==> src/rtl/fdd_pkg.sv <==
// Shared types and constants for the floppy controller blocks.
package fdd_pkg;

    // Head-positioning sequencer states.
    typedef enum logic [2:0] {
        S_IDLE,
        S_DIRSET,
        S_STEP_HI,
        S_STEP_LO,
        S_SETTLE,
        S_DONE
    } fdd_state_t;

    // Error codes as reported by the ROM driver.
    localparam logic [6:0] ERR_NONE = 7'o0;
    localparam logic [6:0] ERR_TR0  = 7'o7;   // track 0 not found
    localparam logic [6:0] ERR_TRK  = 7'o10;  // requested track >= 128

endpackage

==> src/rtl/fdd_seek_ctrl_if.sv <==
// Command/status bus between the PPU register decoder and the seek controller.
interface fdd_seek_ctrl_if;

    logic       cmd_seek;
    logic       cmd_recal;
    logic [7:0] target_i;
    logic       busy_o;
    logic       done_o;
    logic       err_o;
    logic [6:0] err_code_o;
    logic [7:0] cur_track_o;

    // Register decoder side: issues commands, observes status.
    modport master (
        output cmd_seek, cmd_recal, target_i,
        input  busy_o, done_o, err_o, err_code_o, cur_track_o
    );

    // Seek controller side.
    modport slave (
        input  cmd_seek, cmd_recal, target_i,
        output busy_o, done_o, err_o, err_code_o, cur_track_o
    );

endinterface

==> src/rtl/fdd_seek_ctrl_sync2.sv <==
// Two-flop synchroniser for the asynchronous drive track-0 sensor.
module sync2 (
    input  logic clk,
    input  logic rst_n,
    input  logic d,
    output logic q
);

    logic meta;

    // Double-register the async input; both stages cleared on reset.
    always_ff @(posedge clk or negedge rst_n) begin
        if (!rst_n) begin
            meta <= 1'b0;
            q    <= 1'b0;
        end else begin
            meta <= d;
            q    <= meta;
        end
    end

endmodule

==> src/rtl/fdd_seek_ctrl.sv <==
// Floppy head-positioning sequencer: hardware seek and recalibrate with
// timed step/dir pulses, cylinder tracking and ROM-compatible error codes.
module fdd_seek_ctrl
    import fdd_pkg::*;
#(
    parameter int unsigned STEP_W    = 8,
    parameter int unsigned STEP_RATE = 75000,
    parameter int unsigned DIR_SETUP = 25,
    parameter int unsigned SETTLE    = 375000,
    parameter int unsigned MAX_RECAL = 84,
    parameter int unsigned CNT_W     = 20
) (
    input  logic            clk_25,
    input  logic            init_n,
    fdd_seek_ctrl_if.slave  bus,
    input  logic            tr0_i,
    output logic            step_o,
    output logic            dir_o
);

    localparam int unsigned RC_W = $clog2(MAX_RECAL + 1);

    // Reload values: a state lasts (load + 1) cycles before its exit edge.
    localparam logic [CNT_W-1:0] DIR_LD = CNT_W'(DIR_SETUP - 1);
    localparam logic [CNT_W-1:0] HI_LD  = CNT_W'(STEP_W - 1);
    localparam logic [CNT_W-1:0] LO_LD  = CNT_W'(STEP_RATE - STEP_W - 1);
    localparam logic [CNT_W-1:0] SET_LD = CNT_W'(SETTLE - 1);
    localparam logic [RC_W-1:0]  RC_MAX = RC_W'(MAX_RECAL);

    if (STEP_W < 1 || DIR_SETUP < 1 || SETTLE < 1 || MAX_RECAL < 1 ||
        STEP_RATE <= STEP_W ||
        64'(STEP_RATE) >= (64'd1 << CNT_W) ||
        64'(SETTLE)    >= (64'd1 << CNT_W) ||
        64'(DIR_SETUP) >= (64'd1 << CNT_W)) begin : g_param_range
        $error("fdd_seek_ctrl: timing parameter out of range for CNT_W");
    end

    fdd_state_t       state;
    logic [CNT_W-1:0] cnt;
    logic             is_recal;
    logic [7:0]       tgt;
    logic [7:0]       cur_q;
    logic [RC_W-1:0]  nsteps;
    logic             busy_q;
    logic             done_q;
    logic             err_q;
    logic [6:0]       err_code_q;
    logic             tr0_s;

    sync2 u_tr0_sync (
        .clk   (clk_25),
        .rst_n (init_n),
        .d     (tr0_i),
        .q     (tr0_s)
    );

    assign bus.busy_o      = busy_q;
    assign bus.done_o      = done_q;
    assign bus.err_o       = err_q;
    assign bus.err_code_o  = err_code_q;
    assign bus.cur_track_o = cur_q;

    // Command acceptance, step timing and cylinder tracking in one FSM.
    always_ff @(posedge clk_25 or negedge init_n) begin
        if (!init_n) begin
            state      <= S_IDLE;
            cnt        <= '0;
            is_recal   <= 1'b0;
            tgt        <= '0;
            cur_q      <= '0;
            nsteps     <= '0;
            busy_q     <= 1'b0;
            done_q     <= 1'b0;
            err_q      <= 1'b0;
            err_code_q <= ERR_NONE;
            step_o     <= 1'b0;
            dir_o      <= 1'b0;
        end else begin
            done_q <= 1'b0;
            case (state)
                S_IDLE: begin
                    if (bus.cmd_recal) begin
                        busy_q     <= 1'b1;
                        err_q      <= 1'b0;
                        err_code_q <= ERR_NONE;
                        is_recal   <= 1'b1;
                        nsteps     <= '0;
                        dir_o      <= 1'b0;
                        cnt        <= DIR_LD;
                        state      <= S_DIRSET;
                    end else if (bus.cmd_seek) begin
                        busy_q     <= 1'b1;
                        err_q      <= 1'b0;
                        err_code_q <= ERR_NONE;
                        is_recal   <= 1'b0;
                        tgt        <= bus.target_i;
                        if (bus.target_i[7]) begin
                            err_q      <= 1'b1;
                            err_code_q <= ERR_TRK;
                            cnt        <= '0;
                            state      <= S_DONE;
                        end else if (bus.target_i == cur_q) begin
                            cnt   <= '0;
                            state <= S_DONE;
                        end else begin
                            dir_o <= (bus.target_i > cur_q);
                            cnt   <= DIR_LD;
                            state <= S_DIRSET;
                        end
                    end
                end

                // Both states end in the same "issue next step" decision, so
                // the recal tr0 and retry-limit checks live in one place.
                S_DIRSET, S_STEP_LO: begin
                    if (cnt != '0) begin
                        cnt <= cnt - 1'b1;
                    end else if (is_recal && tr0_s) begin
                        cur_q <= '0;
                        cnt   <= SET_LD;
                        state <= S_SETTLE;
                    end else if (is_recal && nsteps == RC_MAX) begin
                        cur_q      <= '0;
                        err_q      <= 1'b1;
                        err_code_q <= ERR_TR0;
                        cnt        <= '0;
                        state      <= S_DONE;
                    end else begin
                        step_o <= 1'b1;
                        cnt    <= HI_LD;
                        state  <= S_STEP_HI;
                        if (is_recal) begin
                            nsteps <= nsteps + 1'b1;
                            cur_q  <= (cur_q == '0) ? '0 : cur_q - 8'd1;
                        end else begin
                            cur_q  <= dir_o ? cur_q + 8'd1 : cur_q - 8'd1;
                        end
                    end
                end

                S_STEP_HI: begin
                    if (cnt != '0) begin
                        cnt <= cnt - 1'b1;
                    end else begin
                        step_o <= 1'b0;
                        if (!is_recal && cur_q == tgt) begin
                            cnt   <= SET_LD;
                            state <= S_SETTLE;
                        end else begin
                            cnt   <= LO_LD;
                            state <= S_STEP_LO;
                        end
                    end
                end

                S_SETTLE: begin
                    if (cnt != '0) begin
                        cnt <= cnt - 1'b1;
                    end else begin
                        cnt   <= '0;
                        state <= S_DONE;
                    end
                end

                S_DONE: begin
                    done_q <= 1'b1;
                    busy_q <= 1'b0;
                    cnt    <= '0;
                    state  <= S_IDLE;
                end

                default: begin
                    step_o <= 1'b0;
                    busy_q <= 1'b0;
                    cnt    <= '0;
                    state  <= S_IDLE;
                end
            endcase
        end
    end

endmodule

==> src/flat_wrapper.sv <==
// flat-port wrapper written by rule: the top's interface ports become plain ports
module fdd_seek_ctrl_flat import fdd_pkg::*;
#(
    parameter int unsigned STEP_W    = 8,
    parameter int unsigned STEP_RATE = 75000,
    parameter int unsigned DIR_SETUP = 25,
    parameter int unsigned SETTLE    = 375000,
    parameter int unsigned MAX_RECAL = 84,
    parameter int unsigned CNT_W     = 20
)
  (clk_25, init_n, tr0_i, step_o, dir_o, bus_cmd_seek, bus_cmd_recal, bus_target_i, bus_busy_o, bus_done_o, bus_err_o, bus_err_code_o, bus_cur_track_o);
  fdd_seek_ctrl_if bus_i ();
  input  logic clk_25;
  input  logic init_n;
  input  logic tr0_i;
  output logic step_o;
  output logic dir_o;
  input wire logic [$bits(bus_i.cmd_seek)-1:0] bus_cmd_seek;
  input wire logic [$bits(bus_i.cmd_recal)-1:0] bus_cmd_recal;
  input wire logic [$bits(bus_i.target_i)-1:0] bus_target_i;
  output wire logic [$bits(bus_i.busy_o)-1:0] bus_busy_o;
  output wire logic [$bits(bus_i.done_o)-1:0] bus_done_o;
  output wire logic [$bits(bus_i.err_o)-1:0] bus_err_o;
  output wire logic [$bits(bus_i.err_code_o)-1:0] bus_err_code_o;
  output wire logic [$bits(bus_i.cur_track_o)-1:0] bus_cur_track_o;
  assign bus_i.cmd_seek = bus_cmd_seek;
  assign bus_i.cmd_recal = bus_cmd_recal;
  assign bus_i.target_i = bus_target_i;
  assign bus_busy_o = bus_i.busy_o;
  assign bus_done_o = bus_i.done_o;
  assign bus_err_o = bus_i.err_o;
  assign bus_err_code_o = bus_i.err_code_o;
  assign bus_cur_track_o = bus_i.cur_track_o;
  fdd_seek_ctrl #(.STEP_W(STEP_W), .STEP_RATE(STEP_RATE), .DIR_SETUP(DIR_SETUP), .SETTLE(SETTLE), .MAX_RECAL(MAX_RECAL), .CNT_W(CNT_W)) u_core (.clk_25(clk_25), .init_n(init_n), .bus(bus_i), .tr0_i(tr0_i), .step_o(step_o), .dir_o(dir_o));
endmodule
==> config.mk <==
export PLATFORM = sky130hd
export DESIGN_NAME = fdd_seek_ctrl_flat
export DESIGN_NICKNAME = d
export VERILOG_FILES = /design/src/rtl/fdd_pkg.sv /design/src/rtl/fdd_seek_ctrl_if.sv /design/src/rtl/fdd_seek_ctrl_sync2.sv /design/src/rtl/fdd_seek_ctrl.sv /design/src/flat_wrapper.sv
export SDC_FILE = /design/constraint.sdc
export NUM_CORES = 1
export LEC_CHECK = 0
export ABC_AREA = 0
export BUFFER_PORTS_ARGS = -buffer_cell sky130_fd_sc_hd__clkbuf_2
export CORE_MARGIN = 10
export CORE_UTILIZATION = 50
export DETAILED_ROUTE_END_ITERATION = 8
export GPL_TIMING_DRIVEN = 0
export PLACE_DENSITY = 0.71
export REMOVE_ABC_BUFFERS = 1
export SLEW_MARGIN = 0
export SYNTH_ARGS = -nofsm -noshare
export SYNTH_HDL_FRONTEND = slang
export SYNTH_SLANG_ARGS = --single-unit
export TNS_END_PERCENT = 100
==> constraint.sdc <==
create_clock -name clk_25 -period 2.22 [get_ports clk_25]
set_clock_uncertainty 0.15 [all_clocks]
set_input_delay 0.444 -clock clk_25 [delete_from_list [all_inputs] [get_ports clk_25]]
set_output_delay 0.444 -clock clk_25 [all_outputs]
set_load 0.1 [all_outputs]
==> results.json, run 1 <==
{
  "initialDrtViolationCount": 408,
  "die_h_um": 105,
  "r2r_start": "u_core.bus.cur_track_o[2]$_DFFE_PN0P_",
  "tightest_slew_ns": 0.779,
  "start_util_pct": 52.1,
  "design.core.area_um2": 6870,
  "viasPerCell": 6.23,
  "netlist-cell-type-count": 60,
  "mappedNetlistArea_um2": 3580,
  "critPathRequiredTime_ns": 2.29,
  "die-area_um2": 10900,
  "yosys_warnings": 0,
  "final_nets": 500,
  "numCtsBuffers": 5,
  "antenna_found_initial": 0,
  "rsz0062_at_grt": "true",
  "max_freq_mhz": 436,
  "yosys-top-cells-area": "dfrtp_1, ha_1, o21ai_0",
  "end_kind": "flop",
  "synth_compound_gate_area_share_pct": 21.2,
  "wl_um": 10600,
  "violations": "negative setup slack",
  "worstSetupPathType": "reg2reg",
  "area_growth_pct": 30.2,
  "grt_pass1_wl_um": 16200,
  "synth-simple-area-share_pct": 22.5,
  "maxCapViolations": 0,
  "drive_gt1_share_pct": 36.2,
  "io_buffers": 29,
  "first_global_vias": 3175,
  "cp-start-kind": "flop",
  "fillCellCount": 514,
  "dr_total_vias": 3537,
  "finalCriticalPeriod_ns": 2.29,
  "status": "finished with violations",
  "crit_fanout": 8,
  "clk_pin_slew_ns": 0.10,
  "syn_inst": 410,
  "regArea_um2": 1420,
  "drt_pass1_iterations": 7,
  "grt.overflow.total": 0,
  "synth_mux_area_share_pct": 2.48,
  "post-route-drc-count": 0,
  "clock_latency_ns": 0.31,
  "rows": 30,
  "startpoint": "u_core.bus.cur_track_o[2]$_DFFE_PN0P_",
  "yosysTopAreaCell": "dfrtp_1",
  "hold_ws_ns": 0.0737,
  "synth_top_area_share_pct": 39.1,
  "finalSetupViolations": 11,
  "ant_nets": 0,
  "synth_top_family_by_area": "simple AND/OR/NAND/NOR gates",
  "wire_per_inst_um": 18.6,
  "synth_edf_count": 0,
  "multi_input_area_um2": 2400,
  "synth-adder-area-share_pct": 5.24,
  "n_antenna_cell": 0,
  "cts_max_level": 2,
  "hold_viol_final": 0,
  "synth_ff_type": "dfrtp_1",
  "grt_max_degree": 57,
  "drv_slew": 0,
  "grt_use_total_pct": 17.5,
  "cts-root-buf": "clkbuf_8",
  "cts_tree": "built",
  "crit_arrival_ns": 2.36,
  "synth-seq-cells": 56,
  "finalWorstSetupSlack_ns": -0.0726,
  "synth-seq-area-share_pct": 39.1,
  "synth-xor-area-share_pct": 3.67,
  "relSlewSlack_pct": 48.1,
  "ys_async_sr_fraction_pct": 100,
  "hp-class": "in2async",
  "period_share_pct": 103,
  "hpwl_um": 6480,
  "clock_path_buffers": 2,
  "clock_sinks": 56,
  "routabilityCongestion": 0.882,
  "num_io_pins": 33,
  "synth.avg_cell_area_um2": 8.74,
  "die-width_um": 105
}
[what timing repair did]
item | CTS | global route
endpoints found under the setup margin | 52 | 49
pin swaps | 16 | 38
cloned | 0 | 1
hold buffers | 0 | 0
gates resized for setup | 58 | 65
setup buffers | 21 | 25
[layout by cell type, fill, tap and decap left out, types with 7 or more instances in the layout]
cell type	count
clkbuf_2	28
buf_4	39
inv_1	21
a21oi_1	19
dfrtp_1	43
o21ai_0	23
nor2_1	23
nand3_1	14
mux2_2	7
nand4_1	9
dfrtp_2	12
xor2_1	13
nand2_1	30
o21ai_1	13
ha_1	14
[cell type report]
type,instances,area share (%)
flip-flops and latches,56,30.4
inverters,24,1.98
well taps,96,2.57
repair buffers,76,11.8
multi-input cells,309,51.5
clock inverters,1,0.107
clock buffers,6,1.56
[layer usage]
layer / up-vias / GRT usage, % / part of all wire (%)
li1: 1625 / - / -
met1: 1703 / 24.3 / 44
met3: 46 / 3.19 / 6.5
met4: 0 / 5.10 / 2.8
met5: - / 0 / 0
met2: 163 / 26.9 / 47
[through the flow]
stage               worst slack (ns)  utilization [%]  TNS [ns]  cell area, um2  std cells
floorplan                     -0.693                -    -11.00            3470        389
global placement              -0.999             54.4    -31.27            3740        514
detailed placement            -0.923             54.5    -27.66            3750        514
CTS                          -0.0432             61.6    -0.132            4230        542
global route                  -0.148             67.9     -2.93            4670        568
finish                       -0.0726             67.9    -0.359            4670        568
[synthesized netlist by cell type, types with 5 or more instances]
cell      count
ha_1         15
o21ai_1       5
and3_1        5
nand2_1      33
nor4_1        6
dfrtp_1      56
xor2_1       13
mux2_2        7
nor2b_1       6
nand3_1      16
or3_1         6
nand4_1       9
a21oi_1      23
inv_1        24
o31ai_1      11
clkbuf_1     13
nor3_1       13
o22ai_1       8
a21o_1        6
o21ai_0      35
buf_4         7
nor2_1       29
[flip-flops by register name (all words and copies together), names as in the netlist]
name and flops:
u_core.cnt 20, u_core.bus.cur_track_o 8, u_core.tgt 8, u_core.nsteps 7
u_core.state 3, u_core.bus.err_code_o 2, u_core.bus.busy_o 1, u_core.bus.done_o 1
u_core.bus.err_o 1, u_core.dir_o 1, u_core.is_recal 1, u_core.step_o 1
u_core.u_tr0_sync.meta 1, u_core.u_tr0_sync.q 1
[cell families (layout without fill, tap and decap cells)]
family / Yosys count / after routing
AO/OA/AOI/OAI: 119 / 119
XOR/XNOR: 15 / 15
adder cells (fa/ha/maj): 15 / 15
buffers and inverters: 47 / 107
flip-flops: 56 / 56
multiplexers: 8 / 8
other: 1 / 3
AND/OR/NAND/NOR: 149 / 149
[critical path, cell delays in order, from the launching register on]
cell      delay [ns]
dfrtp_2         0.48
buf_6           0.14
xor2_1          0.16
nor3_2          0.24
buf_4           0.15
nand4b_1        0.27
nor2_1          0.28
o22ai_1         0.13
nor3_1          0.21
[path summary, 6_finish.rpt]
path                                                    end  cells past startpoint  slack [ns]
max                             u_core.state[2]$_DFFE_PN0P_                      8       -0.07
min                               u_core.tgt[5]$_DFFE_PN0P_                      1        0.07
max reg2reg                     u_core.state[2]$_DFFE_PN0P_                      8       -0.07
min reg2reg                   u_core.u_tr0_sync.q$_DFF_PN0_                      0        0.21
max in group asynchronous       u_core.state[0]$_DFFE_PN0P_                      1        1.25
min in group clk_25        u_core.u_tr0_sync.meta$_DFF_PN0_                      1        0.09
Power of run 1 is not shown: default switching activity piles up to over one toggle a cycle in this logic, so the estimate is an artifact.
==> run 2: changes to the inputs <==
==> constraint.sdc (replaced) <==
create_clock -name clk_25 -period 2.1 [get_ports clk_25]
set_clock_uncertainty 0.15 [all_clocks]
set_input_delay 0.42 -clock clk_25 [delete_from_list [all_inputs] [get_ports clk_25]]
set_output_delay 0.42 -clock clk_25 [all_outputs]
set_load 0.1 [all_outputs]
==> results.json, run 2 (synthesis results as in run 1) <==
{
  "finalWorstSetupSlack_ns": -0.227,
  "largest_register": "u_core.cnt",
  "post-route-cell-area_um2": 4750,
  "drive_gt1_share_pct": 39.6,
  "tightest_slew_ns": 0.783,
  "start_util_pct": 52.1,
  "relSlewSlack_pct": 47.8,
  "post-route-drc-count": 0,
  "io_buffers": 29,
  "grt_max_degree": 57,
  "n_antenna_cell": 0,
  "layout_commonest_cell": "buf_4",
  "numCtsBuffers": 5,
  "grt_use_total_pct": 17.9,
  "cts_max_level": 2,
  "initialDrtViolationCount": 443,
  "crit_chain": "or4_4 > nor2_4 > and4_4 > or4b_4 > o31ai_2",
  "violations": "negative setup slack",
  "first_global_vias": 3252,
  "routabilityCongestion": 0.882,
  "cpPeakStageDelay_ns": 0.57,
  "status": "finished with violations",
  "clock_latency_ns": 0.31,
  "period_share_pct": 111,
  "cts_tree": "built",
  "viasPerCell": 6.30,
  "cts-root-buf": "clkbuf_8",
  "die-area_um2": 10900,
  "wl_met1_um": 4470,
  "drv_slew": 0,
  "place_inst": 514,
  "clock_sinks": 56,
  "grt_pass1_wl_um": 16600,
  "dr_total_vias": 3631,
  "antenna_found_initial": 0,
  "crit_family": "simple AND/OR/NAND/NOR gates",
  "critical_path_buf_inv_count": 0,
  "maxCapViolations": 0,
  "num_io_pins": 33,
  "critPathRequiredTime_ns": 2.17,
  "layout_common_cells": "buf_4, dfrtp_1, nand2_1, clkbuf_2, nor2_1",
  "met3_length_um": 959,
  "slowest_stage": "or4_4",
  "final_nets": 508,
  "cp-start-kind": "flop",
  "largest_reg_flops": 20,
  "highest_layer": "met4",
  "wl_met2_um": 5150,
  "max_freq_mhz": 430,
  "wire_per_inst_um": 18.9,
  "crit_fanout": 7,
  "rows": 30,
  "stdcell_count": 576,
  "worstSetupPathType": "reg2reg",
  "die_h_um": 105,
  "hpwl_um": 6480,
  "hold_buffers": 0,
  "clock_path_buffers": 2,
  "rsz0062_at_grt": "true",
  "design.core.area_um2": 6870,
  "end_kind": "flop",
  "crit_arrival_ns": 2.40,
  "finalSetupViolations": 38,
  "finalCriticalPeriod_ns": 2.33,
  "die-width_um": 105,
  "hp-class": "in2async",
  "place_area_um2": 3750,
  "ant_nets": 0,
  "drt_pass1_iterations": 5,
  "hold_viol_final": 0,
  "clk_pin_slew_ns": 0.10,
  "grt.overflow.total": 0,
  "area_growth_pct": 32.7,
  "wl_um": 10900
}
==> run 2: changes by cell type in the layout (fill, tap and decap cells not counted), moves of 2 or more <==
cell / delta
o21ai_2: +3
buf_6: -2
o22ai_2: +2
inv_2: +2
dfrtp_2: +2
nor2_1: -2
nor2_2: +3
buf_4: +10
o21ai_0: -3
==> run 2: metal layers <==
layer	vias up	GRT usage, %
met5	-	0
li1	1642	-
met2	224	28.5
met3	37	3.26
met4	0	5.00
met1	1728	24.4
==> run 2: what timing repair did <==
| action | in CTS | in global routing |
|---|---|---|
| setup buffers | 32 | 22 |
| setup endpoints to repair | 52 | 50 |
| gates resized for setup | 82 | 51 |
| cloned | 1 | 1 |
| pin swaps | 32 | 25 |
==> run 2: final timing paths <==
check | start | to | slack (ns) | cells past startpoint
max | u_core.cnt[13]$_DFFE_PN0N_ | u_core.bus.cur_track_o[4]$_DFFE_PN0P_ | -0.23 | 5
min | init_n | u_core.tgt[5]$_DFFE_PN0P_ | 0.05 | 1
max reg2reg | u_core.cnt[13]$_DFFE_PN0N_ | u_core.bus.cur_track_o[4]$_DFFE_PN0P_ | -0.23 | 5
min reg2reg | u_core.u_tr0_sync.meta$_DFF_PN0_ | u_core.u_tr0_sync.q$_DFF_PN0_ | 0.21 | 0
max in group asynchronous | init_n | u_core.nsteps[2]$_DFFE_PN0P_ | 1.18 | 1
min in group clk_25 | tr0_i | u_core.u_tr0_sync.meta$_DFF_PN0_ | 0.06 | 1
==> run 2: cell type report <==
class	instances	area, um2
Clock buffer	6	72.6
Clock inverter	1	5.00
Fill cell	515	2120
Inverter	24	90.1
Multi-Input combinational cell	310	2460
Sequential cell	56	1420
Tap cell	96	120
Timing Repair Buffer	83	589
==> run 2: worst register-to-register path, cell delays in order (launching register included) <==
cell and delay, ns:
dfrtp_1 0.42, or4_4 0.57, nor2_4 0.11, and4_4 0.22
or4b_4 0.56, o31ai_2 0.21
==> run 2: stage by stage <==
stage	setup TNS [ns]	hold WS (ns)	util [%]	worst slack, ns
floorplan	-16.10	-0.0256	-	-0.813
global placement	-37.51	0.182	54.4	-1.12
detailed placement	-33.90	0.187	54.5	-1.04
CTS	-2.27	0.0568	63.5	-0.181
global route	-8.08	0.0487	69.2	-0.290
finish	-4.85	0.0468	69.2	-0.227
Power of run 2 is left out for the same reason.
